**src/rtl/div_pkg.sv**
```systemverilog
// Shared definitions for the divider issue controller: op encodings,
// FSM state enum and the default operand width.
package div_pkg;

    localparam int DEF_DATA_W = 32;

    localparam logic [1:0] DIV_W  = 2'b00;
    localparam logic [1:0] MOD_W  = 2'b01;
    localparam logic [1:0] DIV_WU = 2'b10;
    localparam logic [1:0] MOD_WU = 2'b11;

    typedef enum logic [2:0] {
        IDLE  = 3'd0,
        ISSUE = 3'd1,
        WAIT  = 3'd2,
        DONE  = 3'd3,
        DRAIN = 3'd4
    } div_state_t;

    // op[1] picks the unsigned core
    function automatic logic op_is_unsigned(input logic [1:0] op);
        return op[1];
    endfunction

    // op[0] picks the remainder half of the core result
    function automatic logic op_is_mod(input logic [1:0] op);
        return op[0];
    endfunction

endpackage

```
**src/rtl/div_issue_ctrl_axis_src_hold.sv**
```systemverilog
// One AXI-stream source channel: tvalid is raised on load and held until
// tready is seen; accepted records that the beat has been taken.
module axis_src_hold (
    input  logic clk,
    input  logic reset,
    input  logic load,
    input  logic tready,
    output logic tvalid,
    output logic accepted
);

    // Hold tvalid until the handshake, then remember the acceptance
    always_ff @(posedge clk or posedge reset) begin
        if (reset) begin
            tvalid   <= 1'b0;
            accepted <= 1'b0;
        end else if (load) begin
            tvalid   <= 1'b1;
            accepted <= 1'b0;
        end else if (tvalid && tready) begin
            tvalid   <= 1'b0;
            accepted <= 1'b1;
        end
    end

endmodule

```
**src/rtl/div_issue_ctrl.sv**
```systemverilog
// Divider issue controller: sequences one div/mod request onto the signed
// or unsigned divider core, captures the result pulse and holds it for EXE.
// Optional feature macro: DIV_ZERO_BYPASS_EN (zero divisor answered locally).
module div_issue_ctrl
    import div_pkg::*;
#(
    parameter int DATA_W = DEF_DATA_W
) (
    input  logic                  clk,
    input  logic                  reset,
    input  logic                  req_valid,
    output logic                  req_ready,
    input  logic [1:0]            req_op,
    input  logic [DATA_W-1:0]     req_src1,
    input  logic [DATA_W-1:0]     req_src2,
    input  logic                  flush,
    output logic                  res_valid,
    input  logic                  res_ready,
    output logic [DATA_W-1:0]     res_data,
    output logic                  busy,
    output logic [DATA_W-1:0]     div_dividend_tdata,
    output logic [DATA_W-1:0]     div_divisor_tdata,
    output logic                  sdiv_dividend_tvalid,
    output logic                  sdiv_divisor_tvalid,
    input  logic                  sdiv_dividend_tready,
    input  logic                  sdiv_divisor_tready,
    input  logic                  sdiv_dout_tvalid,
    input  logic [2*DATA_W-1:0]   sdiv_dout_tdata,
    output logic                  udiv_dividend_tvalid,
    output logic                  udiv_divisor_tvalid,
    input  logic                  udiv_dividend_tready,
    input  logic                  udiv_divisor_tready,
    input  logic                  udiv_dout_tvalid,
    input  logic [2*DATA_W-1:0]   udiv_dout_tdata
);

    div_state_t            state;
    div_state_t            next_state;
    logic [1:0]            cur_op;
    logic                  cancel;
    logic                  accept;
    logic                  zero_bypass;
    logic                  load;
    logic                  sel_u;
    logic                  dvd_tvalid;
    logic                  dvs_tvalid;
    logic                  dvd_accepted;
    logic                  dvs_accepted;
    logic                  dvd_tready;
    logic                  dvs_tready;
    logic                  both_done;
    logic                  dout_valid;
    logic [2*DATA_W-1:0]   dout_data;
    logic [DATA_W-1:0]     bypass_data;

    assign accept = (state == IDLE) && req_valid && !flush;

`ifdef DIV_ZERO_BYPASS_EN
    assign zero_bypass = (req_src2 == {DATA_W{1'b0}});
`else
    assign zero_bypass = 1'b0;
`endif

    // Division by zero answers all-ones for div and the dividend for mod
    assign bypass_data = op_is_mod(req_op) ? req_src1 : {DATA_W{1'b1}};
    assign load        = accept && !zero_bypass;

    assign sel_u      = op_is_unsigned(cur_op);
    assign dvd_tready = sel_u ? udiv_dividend_tready : sdiv_dividend_tready;
    assign dvs_tready = sel_u ? udiv_divisor_tready  : sdiv_divisor_tready;
    assign dout_valid = sel_u ? udiv_dout_tvalid     : sdiv_dout_tvalid;
    assign dout_data  = sel_u ? udiv_dout_tdata      : sdiv_dout_tdata;

    // A channel counts as done if it was accepted earlier or handshakes now
    assign both_done = (dvd_accepted || (dvd_tvalid && dvd_tready)) &&
                       (dvs_accepted || (dvs_tvalid && dvs_tready));

    axis_src_hold u_dividend (
        .clk      (clk),
        .reset    (reset),
        .load     (load),
        .tready   (dvd_tready),
        .tvalid   (dvd_tvalid),
        .accepted (dvd_accepted)
    );

    axis_src_hold u_divisor (
        .clk      (clk),
        .reset    (reset),
        .load     (load),
        .tready   (dvs_tready),
        .tvalid   (dvs_tvalid),
        .accepted (dvs_accepted)
    );

    assign sdiv_dividend_tvalid = dvd_tvalid && !sel_u;
    assign sdiv_divisor_tvalid  = dvs_tvalid && !sel_u;
    assign udiv_dividend_tvalid = dvd_tvalid && sel_u;
    assign udiv_divisor_tvalid  = dvs_tvalid && sel_u;

    assign req_ready = (state == IDLE);
    assign busy      = (state != IDLE);

    // State register
    always_ff @(posedge clk or posedge reset) begin
        if (reset) begin
            state <= IDLE;
        end else begin
            state <= next_state;
        end
    end

    // Next-state decode, including flush/cancel routing into DRAIN
    always_comb begin
        next_state = state;
        case (state)
            IDLE: begin
                if (accept) begin
                    next_state = zero_bypass ? DONE : ISSUE;
                end else begin
                    next_state = IDLE;
                end
            end
            ISSUE: begin
                if (both_done) begin
                    next_state = (cancel || flush) ? DRAIN : WAIT;
                end else begin
                    next_state = ISSUE;
                end
            end
            WAIT: begin
                if (dout_valid) begin
                    next_state = flush ? IDLE : DONE;
                end else if (flush) begin
                    next_state = DRAIN;
                end else begin
                    next_state = WAIT;
                end
            end
            DONE: begin
                if (flush || res_ready) begin
                    next_state = IDLE;
                end else begin
                    next_state = DONE;
                end
            end
            DRAIN: begin
                if (dout_valid) begin
                    next_state = IDLE;
                end else begin
                    next_state = DRAIN;
                end
            end
            default: next_state = IDLE;
        endcase
    end

    // Request latch, cancel flag and result capture
    always_ff @(posedge clk or posedge reset) begin
        if (reset) begin
            cur_op             <= 2'b00;
            cancel             <= 1'b0;
            div_dividend_tdata <= {DATA_W{1'b0}};
            div_divisor_tdata  <= {DATA_W{1'b0}};
            res_data           <= {DATA_W{1'b0}};
            res_valid          <= 1'b0;
        end else begin
            if (accept) begin
                cur_op <= req_op;
                cancel <= 1'b0;
            end else if (state == ISSUE && flush) begin
                cancel <= 1'b1;
            end
            if (load) begin
                div_dividend_tdata <= req_src1;
                div_divisor_tdata  <= req_src2;
            end
            if (accept && zero_bypass) begin
                res_data <= bypass_data;
            end else if (state == WAIT && dout_valid && !flush) begin
                res_data <= op_is_mod(cur_op) ? dout_data[DATA_W-1:0]
                                              : dout_data[2*DATA_W-1:DATA_W];
            end
            res_valid <= (next_state == DONE);
        end
    end

endmodule
```
**config.mk**
```make
export PLATFORM = sky130hd
export DESIGN_NAME = div_issue_ctrl
export DESIGN_NICKNAME = d
export VERILOG_FILES = /design/src/rtl/div_pkg.sv /design/src/rtl/div_issue_ctrl_axis_src_hold.sv /design/src/rtl/div_issue_ctrl.sv
export SDC_FILE = /design/constraint.sdc
export NUM_CORES = 1
export LEC_CHECK = 0
export ABC_AREA = 1
export BUFFER_PORTS_ARGS = -buffer_cell sky130_fd_sc_hd__buf_4
export CORE_MARGIN = 2
export CORE_UTILIZATION = 40
export DETAILED_ROUTE_END_ITERATION = 12
export GPL_TIMING_DRIVEN = 1
export PLACE_DENSITY = 0.73
export SYNTH_ARGS = -nofsm -noshare
export SYNTH_HDL_FRONTEND = slang
export SYNTH_SLANG_ARGS = --single-unit
export TNS_END_PERCENT = 30
```
**constraint.sdc**
```tcl
create_clock -name clk -period 9.3 [get_ports clk]
set_input_delay 1.86 -clock clk [delete_from_list [all_inputs] [get_ports clk]]
set_output_delay 1.86 -clock clk [all_outputs]
set_load 0.02 [all_outputs]
```
==> flow_metrics.tcl, run 1 <==
set metrics [dict create \
    status "finished clean" \
    dp.cells 1150 \
    worstMarginPinSlew_ns 1.128 \
    ys.flop_type "dfrtp_1" \
    io_buffers 307 \
    hold_ws_ns 0.4848 \
    num_io_pins 308 \
    fin_skew_ns 0.005470 \
    fillers 1292 \
    cts_tree "built" \
    dieArea_um2 14970 \
    grt.overflow.total 0 \
    gp_congestion 0.7914 \
    viasPerCell 4.678 \
    max_stage_delay_ns 0.54 \
    diodes 0 \
    synth_edf_count 0 \
    dieHeight_um 122.4 \
    cts_setup_buffers 0 \
    wl_per_cell_um 13.90 \
    final_hold_viol_count 0 \
    area_delta_synth_final_pct 44.61 \
    htree_levels 3 \
    finalInstanceArea_um2 8104 \
    fmax_mhz 293.5 \
    final_cell_mix "buf_4, nand2_1, o21ai_0, dfrtp_1, nor2_1" \
    switchingPower_mw 1.150 \
    ant_nets 0 \
    setup_tns_ns 0 \
    fin_crit_sh 0.3664 \
    drc 0 \
    clk-insertion-delay-late_ns 0.35 \
    drv_slew 0 \
    p_int_mw 1.452 \
    drive_gt1_frac 0.3844 \
    nets 1186 \
    crit_top_cell "buf_4" \
    die_w_um 122.4 \
    coreArea_um2 13770 \
    syn-num-nets 911 \
    cellPowerDensity_nw_per_um2 321.0 \
    relSlewSlack 0.2482 \
    drtPass1Iterations 4 \
    p_leak_nw 4.422 \
    maxCapViolations 0 \
    place_area_um2 7802 \
    power_frac_comb 0.523 \
    post_cts_resized 0 \
    initial_core_util 0.4069 \
    yosys.area.top_type "dfrtp_1" \
    syn_area_um2 5604 \
    cp-end-kind "output port" \
    cts_buffers 9 \
    synthDistinctLibCells 27 \
    wl_mm 16.21 \
    pwr-share-clk 0.150 \
    avgSynthCellArea_um2 7.938 \
    hpwl_mm 11.76 \
    switching_share 0.4419 \
    yosysSeqAreaShare 0.4778 \
    worstPathMaxFanout 72 \
    ys_warn_count 0 \
    final_common_cell "buf_4" \
    antenna_found_initial 0 \
    grt_max_degree 104 \
    synthCells 706 \
    drtIter0Drc 301 \
    crit_slowest_cell "buf_4" \
    finalCriticalPeriod_ns 3.407 \
    track_usage 0.2120 \
    p_seq_frac 0.327 \
    peakVddDrop_mv 0.1908 \
    critical_path_class "flop to output port" \
    instances_no_fill 1166 \
    cts.clk_slew.worst_paths_ns 0.07 \
    numClockSinks 107 \
    r2r_slack_ns 6.58 \
    hold_class "flop to flop" \
    worst-path-buf-inv 3 \
    grt_pass1_wl_mm 24.82 \
    crit_family "buffers and inverters" \
    fp-row-count 43 \
    async_reset_ff_frac 1.000 \
    ys_top_cells_by_area "dfrtp_1, nand2_1, o21ai_0" \
    clockBufferDepth 2 \
    crit_chain "buf_4, nand2_1, inv_1, buf_4" \
    required_ns 7.44 \
    via_count 5454 \
    postCtsHoldBufs 0 \
    yosysTopAreaCellShare 0.4778 \
    cp-start-kind "flop" \
    clockRootBuffer "clkbuf_16" \
    setup_viol 0 \
    yosys_register_bits 107 \
    grt_pass1_vias 5031 \
    rsz0062_at_grt "false" \
    cp.arrival_ns 1.55 \
]
==> per-layer routing <==
metal | wire (µm) | vias up | global-route usage | share of wire
li1 | - | 2772 | - | -
met1 | 6635 | 2446 | 0.2525 | 0.41
met2 | 7667 | 218 | 0.3580 | 0.47
met3 | 1630 | 18 | 0.07156 | 0.10
met4 | 279 | 0 | 0.07328 | 0.017
met5 | 0 | - | 0 | 0
==> cell type report <==
cell class                 instances  area (µm²)  share of cell area
timing repair buffer             310        2327              0.2872
sequential                       107        2680              0.3307
multi-input combinational        468        2246              0.2771
clock inverter                     6       72.57            0.008955
inverter                          85       324.1             0.03999
tap                              180       225.2             0.02779
clock buffer                      10       229.0             0.02825
==> cells by family (layout without fill, tap and decap cells) <==
| group | count (synthesis) | in the layout | synth area share |
|---|---|---|---|
| AO/OA/AOI/OAI | 195 | 195 | 0.1989 |
| AND/OR/NAND/NOR | 273 | 273 | 0.2005 |
| flip-flops | 107 | 107 | 0.4778 |
| buffers and inverters | 131 | 411 | 0.1228 |
==> per-stage QoR <==
step | setup slack [ns] | util | total power, mW
after floorplan | 4.623 | - | 1.724
after global placement | 5.679 | 0.5665 | 2.212
after detailed placement | 5.630 | 0.5665 | 2.233
after CTS | 5.839 | 0.5884 | 2.634
after global routing | 5.758 | 0.5884 | 2.805
final | 5.893 | 0.5884 | 2.601
==> worst paths after layout <==
kind | depth (start not counted) | endpoint | from
setup / recovery | 4 | udiv_dividend_tvalid | cur_op[1]$_DFFE_PP0P_
hold / removal | 2 | div_dividend_tdata[14]$_DFFE_PP0P_ | div_dividend_tdata[14]$_DFFE_PP0P_
setup reg to reg | 9 | res_valid$_DFF_PP0_ | cur_op[1]$_DFFE_PP0P_
hold reg to reg | 2 | div_dividend_tdata[14]$_DFFE_PP0P_ | div_dividend_tdata[14]$_DFFE_PP0P_
max in group asynchronous | 3 | cur_op[0]$_DFFE_PP0P_ | reset
min in group asynchronous | 2 | res_data[6]$_DFFE_PP0P_ | reset
==> worst register-to-register path: cells and delay by family, from the launching register on <==
family,cells,cell delay [ns]
buffers and inverters,3,1.06
flip-flops,1,0.34
AND/OR/NAND/NOR,6,1.27
==> power by group through the flow <==
stage	Sequential [mW]	Clock (mW)	Combinational [mW]
CTS	0.852	0.402	1.38
global placement	0.854	0	1.36
detailed placement	0.854	0	1.38
floorplan	1.05	0	0.676
global route	0.881	0.423	1.50
finish	0.851	0.390	1.36
==> registers in the layout, summed over array words and instances, names as in the netlist <==
register and count:
cancel 1, cur_op 2, div_dividend_tdata 32, div_divisor_tdata 32, res_data 32, res_valid 1, state 3, u_dividend.accepted 1
u_dividend.tvalid 1, u_divisor.accepted 1, u_divisor.tvalid 1
==> Yosys cell counts (2+ instances only) <==
library cell / count
clkbuf_2: 3
nor2_1: 103
o21ai_1: 50
nand3_2: 3
dfrtp_1: 107
buf_6: 23
o21ai_0: 107
nor2_2: 2
clkbuf_1: 9
buf_4: 2
inv_1: 84
o21ai_2: 37
nand3_1: 11
nand2_2: 3
nand2_1: 143
buf_2: 8
(Power assumes the default switching activity.)
==> run 2: changes to the inputs <==
Settings changed: ABC_AREA 1 to 0, CORE_AREA set to 2 2 121 123, CORE_MARGIN 2 to unset, CORE_UTILIZATION 40 to unset, DIE_AREA set to 0 0 123 125, PLACE_DENSITY 0.73 to 0.68.
Clock period 9.3 ns to 3.2 ns, I/O delays scaled along.
==> run 2 against run 1 <==
- clock skew increased by 0.0038 ns
- flip-flop and latch count did not move
- core utilization down 4.8 points
- global-route usage down 2.2 points
- total power grew to 2.5 times the previous value
- synthesized area fell by 13%
- first-iteration DRC count fell by 58%
- via count is 19% lower
- setup slack got worse by 5.0 ns
- register-to-register slack got worse by 5.7 ns
- largest power group unchanged
==> flow_metrics.tcl, run 2 <==
set metrics [dict create \
    cts_setup_buffers 0 \
    drc 0 \
    initial_core_util 0.3445 \
    critical_path_class "flop to flop" \
    yosysTopAreaCellShare 0.5472 \
    top_regs "div_dividend_tdata x32, div_divisor_tdata x32, res_data x32" \
    drive_gt1_frac 0.5419 \
    hold_class "primary input to asynchronous set/reset pin" \
    ys.flop_type "dfrtp_1" \
    clockRootBuffer "clkbuf_16" \
    async_reset_ff_frac 1.000 \
    nets 940 \
    final_hold_viol_count 0 \
    coreArea_um2 14200 \
    cp-start-kind "flop" \
    syn_area_um2 4893 \
    track_usage 0.1896 \
    worstMarginPinSlew_ns 1.194 \
    grt_pass1_wl_mm 22.94 \
    postLayoutCoreUtil 0.5403 \
    layout_setup_ws_ns 0.8691 \
    yosysSeqAreaShare 0.5472 \
    ys_top_cells_by_count "nand2_1, dfrtp_1, mux2_2" \
    cts_buffers 9 \
    crit_family "simple AND/OR/NAND/NOR gates" \
    relSlewSlack 0.2038 \
    postCtsHoldBufs 0 \
    fillers 1275 \
    post_cts_resized 0 \
    dieHeight_um 125 \
    ys_warn_count 0 \
    fp-row-count 44 \
    setup_viol 0 \
    crit_top_cell "nand2_1" \
    rsz0062_at_grt "false" \
    drv_slew 0 \
    area_delta_synth_final_pct 56.81 \
    crit_chain "or3b_1, or3_2, nand2_1, nand2_1" \
    pre_cts_ws_ns 0.6764 \
    crit_slowest_cell "or3_2" \
    ys_top_cells_by_area "dfrtp_1, nand2_1, mux4_2" \
    cellPowerDensity_nw_per_um2 861.4 \
    grt.overflow.total 0 \
    antenna_found_initial 0 \
    grt_pass1_vias 4615 \
    worst-path-buf-inv 0 \
    finalCriticalPeriod_ns 2.331 \
    cp.arrival_ns 2.56 \
    synthCells 438 \
    diodes 0 \
    yosys_register_bits 107 \
    yosys.area.top_type "dfrtp_1" \
    required_ns 3.43 \
    p_leak_nw 4.101 \
    status "finished clean" \
    final_cell_mix "buf_4, nand2_1, dfrtp_1, mux2_2, mux4_2" \
    r2r_slack_ns 0.87 \
    synthDistinctLibCells 22 \
    htree_levels 3 \
    dieArea_um2 15380 \
    io_buffers 307 \
    clk-insertion-delay-late_ns 0.34 \
    via_count 4403 \
    cp-end-kind "flop" \
    synth_edf_count 0 \
    ant_nets 0 \
    grt_max_degree 69 \
    wl_per_cell_um 15.92 \
    num_io_pins 308 \
    drtIter0Drc 125 \
    gp_congestion 0.7991 \
    yosysMostFrequentCell "nand2_1" \
    worstPathMaxFanout 68 \
    cts.clk_slew.worst_paths_ns 0.08 \
    maxCapViolations 0 \
    drtPass1Iterations 4 \
    avgSynthCellArea_um2 11.17 \
    fin_skew_ns 0.009292 \
    wl_mm 14.71 \
    numClockSinks 107 \
    viasPerCell 4.765 \
    final_common_cell "buf_4" \
    clockBufferDepth 2 \
    fin_crit_sh 0.7284 \
    cts_tree "built" \
    peakVddDrop_mv 0.4703 \
    syn-num-nets 643 \
    die_w_um 123 \
    setup_tns_ns 0 \
    fmax_mhz 429.0 \
    max_stage_delay_ns 0.93 \
    hpwl_mm 11.10 \
]
[run 2: cell count changes after synthesis, sizes merged, moves of 3 or more]
cell / delta
a21oi: +3
buf: -18
inv: -81
mux2: +35
mux4: +32
nand2: +54
nand3: -15
nor2: -98
o21ai: -190
or3: +3
[run 2: logic make-up after synthesis]
group,count (synthesis),share of synthesized area
AO/OA/AOI/OAI,11,0.01330
multiplexers,68,0.2299
buffers and inverters,31,0.03273
AND/OR/NAND/NOR,221,0.1769
flip-flops,107,0.5472
[run 2: metrics by stage]
stage	hold slack, ns	cell area (µm²)	instances	power, mW
4_1_cts	0.4638	7674	924	6.712
5_1_grt	0.4614	7674	924	7.058
3_3_place_gp	0.4589	7378	908	5.497
2_1_floorplan	0.4569	4897	438	4.182
6_report	0.4657	7674	924	6.610
3_5_place_dp	0.4632	7378	908	5.575
[run 2: cell type report]
cell class	instances	area [µm²]	share of cell area
multi-input cells	300	2063	0.2689
clock inverters	5	42.54	0.005544
flip-flops and latches	107	2679	0.3491
inverters	4	18.77	0.002446
clock buffers	11	252.7	0.03294
repair buffers	313	2387	0.3111
well taps	184	230.2	0.03000
[run 2: power breakdown]
group,leakage [nW],switching [mW],internal (mW)
sequential,1.37,0.373,1.93
combinational,2.58,1.68,1.54
clock,0.148,0.516,0.583
[run 2: worst register-to-register path, cell delays in order, from the launching register on]
cell,delay (ns)
dfrtp_1,0.46
or3b_1,0.47
or3_2,0.93
nand2_1,0.28
nand2_1,0.07
[run 2: per-layer routing]
| layer | track usage | share of wire | vias to the layer above |
|---|---|---|---|
| li1 | - | - | 2045 |
| met1 | 0.2248 | 0.38 | 2145 |
| met2 | 0.3260 | 0.50 | 196 |
| met3 | 0.05429 | 0.096 | 17 |
| met4 | 0.06684 | 0.018 | 0 |
| met5 | 0 | 0 | - |
[run 2: final timing paths]
| path | from | endpoint | cells after the start |
|---|---|---|---|
| max | state[0]$_DFF_PP0_ | div_dividend_tdata[6]$_DFFE_PP0P_ | 4 |
| min | reset | res_data[2]$_DFFE_PP0P_ | 2 |
| max reg2reg | state[0]$_DFF_PP0_ | div_dividend_tdata[6]$_DFFE_PP0P_ | 4 |
| min reg2reg | cur_op[0]$_DFFE_PP0P_ | cur_op[0]$_DFFE_PP0P_ | 2 |
| max in group asynchronous | reset | div_dividend_tdata[15]$_DFFE_PP0P_ | 3 |
| min in group clk | cur_op[0]$_DFFE_PP0P_ | cur_op[0]$_DFFE_PP0P_ | 2 |
==> run 3: changes to the inputs <==
Clock period 3.2 ns to 2.3 ns, I/O delays scaled along.
==> run 3 against run 2 <==
- total power up 40%
- clock skew fell by 0.0047 ns
- cell count grew 0.54%
- non-clock buffer count is 5 higher
- clock power rose by 41%
- die area unchanged
- register-to-register slack lost 0.51 ns
- sequential power up 37%
- routed wire length is 1.9% higher
- worst hold slack lost 0.33 ns
==> flow_metrics.tcl, run 3 (synthesized netlist as in run 2, its figures left out) <==
set metrics [dict create \
    postCtsHoldBufs 0 \
    setup_tns_ns 0 \
    critical_path_class "flop to output port" \
    cp-end-kind "output port" \
    initial_core_util 0.3445 \
    p_int_mw 5.656 \
    p_seq_frac 0.341 \
    power_frac_comb 0.492 \
    r2r_slack_ns 0.36 \
    cp.arrival_ns 1.52 \
    grt.overflow.total 0 \
    cts_setup_buffers 0 \
    die_w_um 123 \
    cellPowerDensity_nw_per_um2 1204 \
    num_io_pins 308 \
    viasPerCell 4.735 \
    numClockSinks 107 \
    final_hold_viol_count 0 \
    crit_top_cell "buf_4" \
    postLayoutCoreUtil 0.5422 \
    worstPathMaxFanout 7 \
    reg2reg_to "div_divisor_tdata[6]$_DFFE_PP0P_" \
    clockRootBuffer "clkbuf_16" \
    max_stage_delay_ns 0.41 \
    rsz0062_at_grt "false" \
    grt_pass1_wl_mm 23.61 \
    drc 0 \
    dieHeight_um 125 \
    grt_max_degree 64 \
    peakVddDrop_mv 0.6343 \
    cts_buffers 9 \
    clockBufferDepth 2 \
    track_usage 0.1969 \
    maxCapViolations 0 \
    crit_chain "buf_4, or3_1, inv_1, buf_4" \
    via_count 4399 \
    coreArea_um2 14200 \
    grt_pass1_vias 4672 \
    pwr-share-clk 0.167 \
    final_cell_mix "buf_4, nand2_1, dfrtp_1, mux2_2, mux4_2" \
    fp-row-count 44 \
    wl_per_cell_um 16.13 \
    finalCriticalPeriod_ns 1.982 \
    switching_share 0.3901 \
    final_common_cell "buf_4" \
    r2r_cells 5 \
    wl_mm 14.99 \
    required_ns 1.84 \
    area_delta_synth_final_pct 57.38 \
    antenna_found_initial 0 \
    place_area_um2 7403 \
    dieArea_um2 15380 \
    fmax_mhz 504.6 \
    drv_slew 0 \
    hpwl_mm 11.48 \
    p_leak_nw 4.125 \
    worstMarginPinSlew_ns 0.4868 \
    r2r-start "state[1]$_DFF_PP0_" \
    hold_class "primary input to asynchronous set/reset pin" \
    switchingPower_mw 3.617 \
    drive_gt1_frac 0.5450 \
    io_buffers 307 \
    htree_levels 3 \
    cts.clk_slew.worst_paths_ns 0.07 \
    fin_crit_sh 0.8617 \
    finalInstanceArea_um2 7701 \
    setup_viol 0 \
    fillers 1285 \
    relSlewSlack 0.6755 \
    cts_tree "built" \
    fin_skew_ns 0.004615 \
    post_cts_resized 0 \
    crit_slowest_cell "or3_1" \
    drtIter0Drc 185 \
    gp_congestion 0.7705 \
    ant_nets 0 \
    cp-start-kind "flop" \
    nets 945 \
    top_regs "div_dividend_tdata x32, div_divisor_tdata x32, res_data x32" \
    diodes 0 \
    clk-insertion-delay-late_ns 0.35 \
    drtPass1Iterations 4 \
    status "finished clean" \
]
==> run 3: worst max path at each step <==
stage | startpoint | endpoint | slack [ns] | depth (start not counted)
after floorplan | cur_op[1]$_DFFE_PP0P_ | res_data[19]$_DFFE_PP0P_ | 0.43 | 4
after global placement | req_valid | div_dividend_tdata[14]$_DFFE_PP0P_ | 0.34 | 6
after detailed placement | req_valid | div_divisor_tdata[0]$_DFFE_PP0P_ | 0.30 | 6
after CTS | state[0]$_DFF_PP0_ | req_ready | 0.29 | 4
after global routing | state[1]$_DFF_PP0_ | div_dividend_tdata[28]$_DFFE_PP0P_ | 0.23 | 5
final | state[0]$_DFF_PP0_ | req_ready | 0.32 | 4
==> run 3: critical path, delay by kind of cell, from the launching register on <==
family                 cells  cell delay [ns]
DFF                        1             0.39
and+or+nand+nor            1             0.41
buffers and inverters      3             0.37
==> run 3: power groups by stage <==
stage          clock network (mW)  logic, mW  registers (mW)
3_5_place_dp                    0       4.64            3.17
6_report                     1.55       4.57            3.16
5_1_grt                      1.69       4.94            3.27
2_1_floorplan                   0       1.82            4.00
3_3_place_gp                    0       4.52            3.16
4_1_cts                      1.60       4.64            3.16
==> run 3: area by class of cell <==
class                   instances  area [µm²]  area share
clock inverters                 5       45.04    0.005849
multi-input cells             300        2063      0.2679
inverters                       4       18.77    0.002437
clock buffers                  11       252.7     0.03282
repair buffers                318        2412      0.3132
flip-flops and latches        107        2679      0.3478
well taps                     184       230.2     0.02989
==> run 3: routing by layer <==
layer,vias up,track usage,wire (µm)
met5,-,0,0
met4,0,0.07620,377
met3,26,0.04745,1344
met2,192,0.3334,7378
met1,2123,0.2411,5886
li1,2058,-,-
==> run 3: per-stage QoR <==
stage	instances	hold slack, ns	total power, mW	setup WS, ns
2_1_floorplan	438	0.4569	5.818	0.4337
3_3_place_gp	913	0.4578	7.683	0.3439
3_5_place_dp	913	0.4628	7.807	0.3010
4_1_cts	929	0.1391	9.394	0.2888
5_1_grt	929	0.1590	9.903	0.2333
6_report	929	0.1349	9.273	0.3182
